$ cat src/rtl/servo_scan_sequencer.sv
// Raster-scan sequencer for the X/Y tracking-servo pair: zero, serpentine X sweeps with
// Y steps between rows, then return-to-zero. Drives one-cycle command strobes to both channels.
module servo_scan_sequencer #(
  parameter int PERIOD = 2000000
) (
  input  logic        PCLK,
  input  logic        PRESET,
  input  logic        start,
  input  logic        abort,
  input  logic [7:0]  rows,
  input  logic [15:0] x_periods,
  input  logic [15:0] y_periods,
  input  logic [15:0] ret_periods,
  input  logic [1:0]  stop_y,
  output logic        x_zero,
  output logic        x_fwd,
  output logic        x_rev,
  output logic        x_neu,
  output logic        x_rtz,
  output logic        y_zero,
  output logic        y_fwd,
  output logic        y_neu,
  output logic        y_rtz,
  output logic        busy,
  output logic        done,
  output logic        err,
  output logic        killed,
  output logic [7:0]  row
);

  typedef enum logic [2:0] {IDLE, ZERO, SWEEP, STEP, RETURN} state_t;

  localparam logic [31:0] LAST = 32'(PERIOD - 1);

  state_t      state, state_n;
  logic [31:0] cnt;
  logic [15:0] pcnt;
  logic [7:0]  rows_c;
  logic [15:0] xp_c, yp_c, rp_c;
  logic        dir, dir_n;
  logic        kwait, kwait_n;
  logic        enter, cap, tick;
  logic        x_zero_n, x_fwd_n, x_rev_n, x_neu_n, x_rtz_n;
  logic        y_zero_n, y_fwd_n, y_neu_n, y_rtz_n;
  logic        done_n, err_n, killed_n;
  logic [7:0]  row_n;
  logic        stop_upper_unused;

  // The sequencer never drives Y in reverse, so the upper kill switch has no effect here.
  assign stop_upper_unused = stop_y[1];

  function automatic logic [15:0] at_least_one(input logic [15:0] v);
    return (v == 16'd0) ? 16'd1 : v;
  endfunction

  assign tick = (cnt == LAST);

  always_comb begin
    state_n  = state;
    enter    = 1'b0;
    cap      = 1'b0;
    dir_n    = dir;
    kwait_n  = kwait;
    row_n    = row;
    killed_n = killed;
    done_n   = 1'b0;
    err_n    = 1'b0;
    x_zero_n = 1'b0; x_fwd_n = 1'b0; x_rev_n = 1'b0; x_neu_n = 1'b0; x_rtz_n = 1'b0;
    y_zero_n = 1'b0; y_fwd_n = 1'b0; y_neu_n = 1'b0; y_rtz_n = 1'b0;
    if (state != IDLE && abort) begin
      state_n = IDLE;
      kwait_n = 1'b0;
      x_neu_n = 1'b1;
      y_neu_n = 1'b1;
    end else begin
      case (state)
        IDLE: if (start) begin
          if (rows == 8'd0 || x_periods == 16'd0) begin
            err_n = 1'b1;
          end else begin
            state_n  = ZERO;
            enter    = 1'b1;
            cap      = 1'b1;
            row_n    = 8'd0;
            killed_n = 1'b0;
            x_zero_n = 1'b1;
            y_zero_n = 1'b1;
          end
        end
        ZERO: if (tick) begin
          state_n = SWEEP;
          enter   = 1'b1;
          dir_n   = 1'b0;
          x_fwd_n = 1'b1;
        end
        SWEEP: if (tick && pcnt == xp_c - 16'd1) begin
          enter = 1'b1;
          if (row == rows_c - 8'd1) begin
            state_n = RETURN;
            x_rtz_n = 1'b1;
            y_rtz_n = 1'b1;
          end else begin
            x_neu_n = 1'b1;
            // A lower kill already asserted at STEP entry replaces y_fwd with y_neu.
            if (!stop_y[0]) begin
              state_n  = RETURN;
              kwait_n  = 1'b1;
              killed_n = 1'b1;
              y_neu_n  = 1'b1;
            end else begin
              state_n = STEP;
              y_fwd_n = 1'b1;
            end
          end
        end
        STEP: begin
          if (!stop_y[0]) begin
            state_n  = RETURN;
            enter    = 1'b1;
            kwait_n  = 1'b1;
            killed_n = 1'b1;
            y_neu_n  = 1'b1;
          end else if (tick && pcnt == yp_c - 16'd1) begin
            state_n = SWEEP;
            enter   = 1'b1;
            row_n   = row + 8'd1;
            dir_n   = ~dir;
            x_fwd_n = dir;
            x_rev_n = ~dir;
          end
        end
        RETURN: begin
          // After a kill, RETURN is really entered one cycle later, once y_neu has gone out.
          if (kwait) begin
            kwait_n = 1'b0;
            enter   = 1'b1;
            x_rtz_n = 1'b1;
            y_rtz_n = 1'b1;
          end else if (tick && pcnt == rp_c - 16'd1) begin
            state_n = IDLE;
            done_n  = 1'b1;
            x_neu_n = 1'b1;
            y_neu_n = 1'b1;
          end
        end
        default: state_n = IDLE;
      endcase
    end
  end

  always_ff @(posedge PCLK) begin
    if (PRESET) begin
      state  <= IDLE;
      cnt    <= 32'd0;
      pcnt   <= 16'd0;
      dir    <= 1'b0;
      kwait  <= 1'b0;
      x_zero <= 1'b0; x_fwd <= 1'b0; x_rev <= 1'b0; x_neu <= 1'b0; x_rtz <= 1'b0;
      y_zero <= 1'b0; y_fwd <= 1'b0; y_neu <= 1'b0; y_rtz <= 1'b0;
      busy   <= 1'b0;
      done   <= 1'b0;
      err    <= 1'b0;
      killed <= 1'b0;
      row    <= 8'd0;
    end else begin
      state <= state_n;
      if (enter || tick) begin
        cnt <= 32'd0;
      end else begin
        cnt <= cnt + 32'd1;
      end
      if (enter) begin
        pcnt <= 16'd0;
      end else if (tick) begin
        pcnt <= pcnt + 16'd1;
      end
      dir    <= dir_n;
      kwait  <= kwait_n;
      x_zero <= x_zero_n; x_fwd <= x_fwd_n; x_rev <= x_rev_n; x_neu <= x_neu_n; x_rtz <= x_rtz_n;
      y_zero <= y_zero_n; y_fwd <= y_fwd_n; y_neu <= y_neu_n; y_rtz <= y_rtz_n;
      busy   <= (state_n != IDLE);
      done   <= done_n;
      err    <= err_n;
      killed <= killed_n;
      row    <= row_n;
    end
  end

  // Scan configuration is data: held from the accepted start, no reset needed.
  always_ff @(posedge PCLK) begin
    if (cap) begin
      rows_c <= rows;
      xp_c   <= x_periods;
      yp_c   <= at_least_one(y_periods);
      rp_c   <= at_least_one(ret_periods);
    end
  end

endmodule

$ cat config.mk
export PLATFORM = sky130hd
export DESIGN_NAME = servo_scan_sequencer
export DESIGN_NICKNAME = d
export VERILOG_FILES = /design/src/rtl/servo_scan_sequencer.sv
export SDC_FILE = /design/constraint.sdc
export NUM_CORES = 1
export LEC_CHECK = 0
export ABC_AREA = 1
export CAP_MARGIN = 20
export CORE_MARGIN = 2
export CORE_UTILIZATION = 25
export CTS_BUF_LIST = sky130_fd_sc_hd__clkbuf_8
export CTS_CLUSTER_DIAMETER = 30
export DETAILED_ROUTE_END_ITERATION = 6
export PLACE_DENSITY = 0.39
export SETUP_SLACK_MARGIN = 0.02
export SYNTH_ARGS = -nofsm -noshare
export SYNTH_HDL_FRONTEND = slang
export SYNTH_SLANG_ARGS = --single-unit
$ cat constraint.sdc
create_clock -name PCLK -period 3.08 [get_ports PCLK]
set_input_delay 0.616 -clock PCLK [delete_from_list [all_inputs] [get_ports PCLK]]
set_output_delay 0.616 -clock PCLK [all_outputs]
set_load 0.01 [all_outputs]
# Word-level counts from Yosys, hierarchy flattened
# Index checks and enable logic that the tools add are counted.
# W data, S select, Z words.
[totals]
word_cells = 143
mem_bits_ro = 0
reg_bits = 128
latchBits = 0
inputBits = 62
mem_count = 0
ram_bits = 0
[op_classes]
n_div = 0
bitwise_logic = 10
n_eq_ne = 16
addsub = 7
reduce_logical = 28
n_shift = 0
n_lt_le_gt_ge = 0
mux = 61
multipliers = 0
[ops]
columns = ["op", "count"]
rows = [
  ["$eq A16 B16 Y1", 3],
  ["$logic_not A16 Y1", 3],
  ["$sub A16 B1 Y16 const B", 3],
  ["$mux W1", 36],
  ["$mux W3", 11],
  ["$add A32 B1 Y32 const B", 1],
  ["$eq A32 B21 Y1 const B", 1],
  ["$mux W8", 4],
  ["$add A16 B1 Y16 const B", 1],
  ["$pmux W8 S2", 1],
  ["$pmux W3 S5", 1],
  ["$ne A2 B2 Y1 const B", 7],
  ["$reduce_and A6 Y1", 2],
  ["$reduce_bool A3 Y1", 4],
  ["$not A1 Y1", 10],
  ["$reduce_or A5 Y1", 2],
  ["$pmux W1 S3", 3],
  ["$add A8 B1 Y8 const B", 1],
  ["$eq A8 B8 Y1", 1],
  ["$logic_not A8 Y1", 1],
  ["$pmux W1 S2", 4],
  ["$sub A8 B1 Y8 const B", 1],
  ["$eq A3 B2 Y1 const B", 2],
  ["$reduce_or A2 Y1", 3],
  ["11 further kinds", 16],
]

# Longest topological paths before layout
[depth]
depth_word = 9
ltp_mapped = 19

# Worst setup path before layout
# No wires, ideal clock.
[synth_timing]
kind = "input to register"
from = "in x_periods[1]"
to = "reg rows_c[0], enable pin"
path_stages = 7
required_time_ns = 2.670
setup_slack_ns = 0.480
arrival_ns = 2.190
cell_sequence = "nor2_1 nand4_1 or2_2 nand2_1 nor2_1 nand2_1 inv_1"
[synth_via]
elab_chain_cells = 6
[synth_rtl]
columns = ["item", "line", "text"]
rows = [
  ["start: declaration", "11", "input logic [15:0] x_periods,"],
  ["$logic_not A16 Y1", "78", "if (rows == 8'd0 || x_periods == 16'd0) begin"],
  ["$logic_or A1 B1 Y1", "78", ""],
  ["$mux W1", "78", ""],
  ["$mux W1", "77", "IDLE: if (start) begin"],
  ["$mux W1", "76", "case (state)"],
  ["$mux W1", "70", "if (state != IDLE && abort) begin"],
  ["via cap", "42", "logic enter, cap, tick;"],
  ["end signal: assignment", "192", "rows_c <= rows;"],
  ["end: declaration", "38", "logic [7:0] rows_c;"],
]
# The timed path passes the listed nets, and every way through them passes these cells.
# A chain may end at the register's enable or synchronous reset.

# Worst setup path after layout
[layout_timing]
from = "reg yp_c[0]"
to = "reg cnt[1]"
[layout_via]
elab_chain_cells = 9
[layout_rtl]
columns = ["item", "line", "text"]
rows = [
  ["start: declaration", "39", "logic [15:0] xp_c, yp_c, rp_c;"],
  ["start signal: assignment", "194", "yp_c <= at_least_one(y_periods);"],
  ["$sub A16 B1 Y16", "123", "end else if (tick && pcnt == yp_c - 16'd1) begin"],
  ["$eq A16 B16 Y1", "123", ""],
  ["$logic_and A1 B1 Y1", "123", ""],
  ["$mux W1", "123", ""],
  ["$mux W1", "117", "if (!stop_y[0]) begin"],
  ["$pmux W1 S5", "76", ""],
  ["$mux W1", "70", ""],
  ["$logic_or A1 B1 Y1", "167", "if (enter || tick) begin"],
  ["$reduce_or A2 Y1 (no source line)", "n/a", ""],
  ["end signal: assignment", "170", "cnt <= cnt + 32'd1;"],
  ["end: declaration", "36", "logic [31:0] cnt;"],
]
# Every way passes these cells.

==> summary.txt <==
Synthesis
  • Mean Syn Cell Area: 7.28 um2
  • Top cells by area, synth: edfxtp_1, dfxtp_1, nand2_1, nor2_1, xor2_1
  • Sequential fraction of the synthesis area: around 39%
  • EDFF count, synth: 56
  • Top-count cell post-synth: nand2_1
  • Syn_nets: ~1200
  • Synth top area share: 20.9%
  • Cell taking the most area after synthesis: edfxtp_1
  • Main synth FF type: dfxtp_1
  • Yosys cell types: 43
  • Yosys reg bits: ~130
  • Yosys warning count: 0
  • Synthesized cell area: between 8000 and 9000 um2
  • List of most frequent post-synthesis cells: nand2_1, nor2_1, inv_1
  • Synth Instances: approximately 1100
  • Async set-reset flop share out of synthesis: 0%

Power
  • PwrDens: a little under 400 nW/um2
  • Flop pwr share: between 50% and 60%
  • Clk pwr share: approximately 37%
  • Comb pwr share: 12.4%
  • Internal power: 2.73 mW
  • Peak supply drop: 0.228 mV
  • Net Sw Power: between 1 and 1.5 mW
  • Switching fraction of total power: between 20 and 30%
  • Leak: around 3.8 nW

Critical path
  • Max stage delay cell, worst path: edfxtp_1
  • R2r startpoint: yp_c[0]
  • Crit path DAT: about 3 ns
  • Crit path from: yp_c[0]
  • Crit path launch type: flip-flop
  • Critical Path End Type: flip-flop
  • Max Fanout on Critical Path: 32
  • Top delay family on crit path: simple AND/OR/NAND/NOR gates
  • CP required: between 3 and 4 ns
  • CP peak stage delay: about 0.47 ns
  • Buffers and inverters on the worst path: 2
  • FF-to-FF setup slack: approximately 0.34 ns
  • Setup CP Type: flip-flop to flip-flop
  • Crit-path cells: inv_1 -> ha_1 -> nand2_1 -> nor2_1 -> nand2_1 -> nand2_1 -> nand2_1 -> nor2_1 -> nand3_1 -> nor2_1 -> nand3_2 -> nand2_2 -> o21ai_4 -> nand3_4 -> buf_12 -> nor2_1

Place
  • Global placement routability congestion: approximately 0.81
  • Hpwl dp: 16800 um
  • PortBufs: ~80
  • Area after DPL: around 9200 um2

Drt
  • DR WL/cell: 13.7 um
  • Initial DRC count: between 300 and 400
  • Total Wirelength: ~22000 um
  • DR pass1 iterations: 5
  • Routed Antenna Nets: 0
  • DR DRC count: 0
  • Routed vias/inst: ~4.3
  • Via count: roughly 6800

Floorplanning
  • Core Footprint: roughly 32000 um2
  • IO Pins: 83
  • Starting density of the core: ~25%
  • Die W: 183 um
  • Die area: between 30000 and 40000 um2
  • Row count: 65
  • Chip height: roughly 180 um

Layout
  • Fraction of final layout cells sized beyond drive strength 1: under 10%
  • Storage cell area: around 3100 um2
  • Multi-input combinational cell area: 4090 um2
  • Final nets: 1233
  • N_diodes: 0
  • Fill count: 3400
  • Final core occ: a little under a third
  • Layout area overhead: 18.9%
  • Design area: approximately 9600 um2

CTS
  • Sink Count: ~130
  • Clock root buffer master: clkbuf_8
  • Clock transition at path regs: 0.09 ns
  • CTS Buf Count: 17
  • Max Root-Sink Buffers: 2
  • Clk Latency, worst-skew pair: between 0.4 and 0.5 ns
  • CTS tree: done
  • CTS H-tree lvls: 4
  • Cts repair resizes: 0
  • Post-CTS Setup Bufs: 0
  • CTS Hold Bufs: 0

Timing
  • Worst clock skew: roughly 0.021 ns
  • Final setup TNS: 0 ns
  • Slew Viols, Final: 0
  • Max transition margin: between 60% and 70%
  • RSZ-0062 raised after global routing: no
  • Maximum clock frequency: ~370 MHz
  • Minimum clock period after layout: approximately 2.7 ns
  • Setup violators final: 0
  • Final worst path period share: between 80% and 90%
  • Slew @ Worst Pin: around 0.57 ns
  • Final Hold Fails: 0

GRT
  • Vias in the first global route: about 6500
  • GRT Resource Usage Total: roughly an eighth
  • Largest net degree at the start of global routing: 57
  • First-pass GRT wire length: between 30000 and 40000 um
  • Initial antenna violation count: 0
  • GRT overflow: 0

Worst hold path
  • Worst min-delay path class: flip-flop to flip-flop
  • Hold Crit Start: dir

Job
  • Max-cap violations: 0

Run status
  • Status: finished, final reports clean
## worst paths after layout
path	endpoint	cells past startpoint
setup / recovery	cnt[1]	16
hold / removal	x_rev	1
setup reg to reg	cnt[1]	16
hold reg to reg	x_rev	1
## power by group through the flow
stage               sequential [mW]  combinational (mW)  clock [mW]
floorplan                      1.93               0.303           0
finish                         1.90               0.469        1.42
global placement               1.94               0.474           0
global route                   1.91               0.528        1.55
detailed placement             1.94               0.474           0
CTS                            1.90               0.476        1.48
## logic make-up after synthesis
family | share of synthesized area (%)
and+or+nand+nor | 34.6
buffers and inverters | 10.4
DFF | 38.8
xor gates and xnor gates | 11.9
AOI/OAI and AO/OA | 3.03
adders and majority gates | 1.09
muxes | 0.140
## placed cells by master, fill, tap and decap left out, types with 4 or more instances in the layout
cell type	n
nor3_1	18
inv_1	156
ha_1	7
xor2_1	79
nor2_1	204
o21ai_0	10
nor4_1	18
edfxtp_1	56
nand2_2	5
clkbuf_8	19
buf_4	6
nand4_1	27
clkdlybuf4s50_1	81
a21oi_1	19
xnor2_1	30
nand2_1	218
or2_2	7
nor2_2	19
dfxtp_1	72
nor2_4	6
clkinv_2	4
nand3b_1	10
nand3_1	66
## worst register-to-register path: cells and delay by family (launching register included)
kind | cells | cell delay, ns
AOI/OAI and AO/OA | 1 | 0.09
buffers and inverters | 2 | 0.32
and+or+nand+nor | 12 | 1.51
DFF | 1 | 0.47
adders and majority gates | 1 | 0.23
## metal layers
layer,global-route usage (%),up-vias,wire length [um]
li1,-,3579,-
met1,18.6,3060,10900
met2,21.1,118,9740
met3,2.54,16,793
met4,3.23,0,212
met5,0,-,0
## through the flow
step	setup WS, ns	power [mW]	cells	hold WS (ns)
floorplan	0.480	2.23	1105	0.397
global placement	0.317	2.42	1547	0.413
detailed placement	0.299	2.42	1547	0.410
CTS	0.344	3.86	1579	0.440
global route	0.0705	3.99	1579	0.472
finish	0.343	3.79	1579	0.435
## sequential cells by signal, indices dropped and copies added, names as in the netlist
| register | count |
|---|---|
| y_fwd | 1 |
| x_rev | 1 |
| cnt | 32 |
| busy | 1 |
| row | 8 |
| y_neu | 1 |
| killed | 1 |
| yp_c | 16 |
| y_zero | 1 |
| rp_c | 16 |
| dir | 1 |
| err | 1 |
| pcnt | 16 |
| x_fwd | 1 |
| state | 3 |
| rows_c | 8 |
| xp_c | 16 |
| done | 1 |
| y_rtz | 1 |
| x_neu | 1 |
| kwait | 1 |
## area by class of cell
type | count | share of cell area, %
inverter | 157 | 6.16
timing repair buffer | 89 | 9.36
multi-input combinational | 771 | 42.7
clock buffer | 19 | 2.73
sequential | 128 | 32.6
clock inverter | 13 | 1.15
tap | 402 | 5.26
Power figures use the tool's default switching activity.
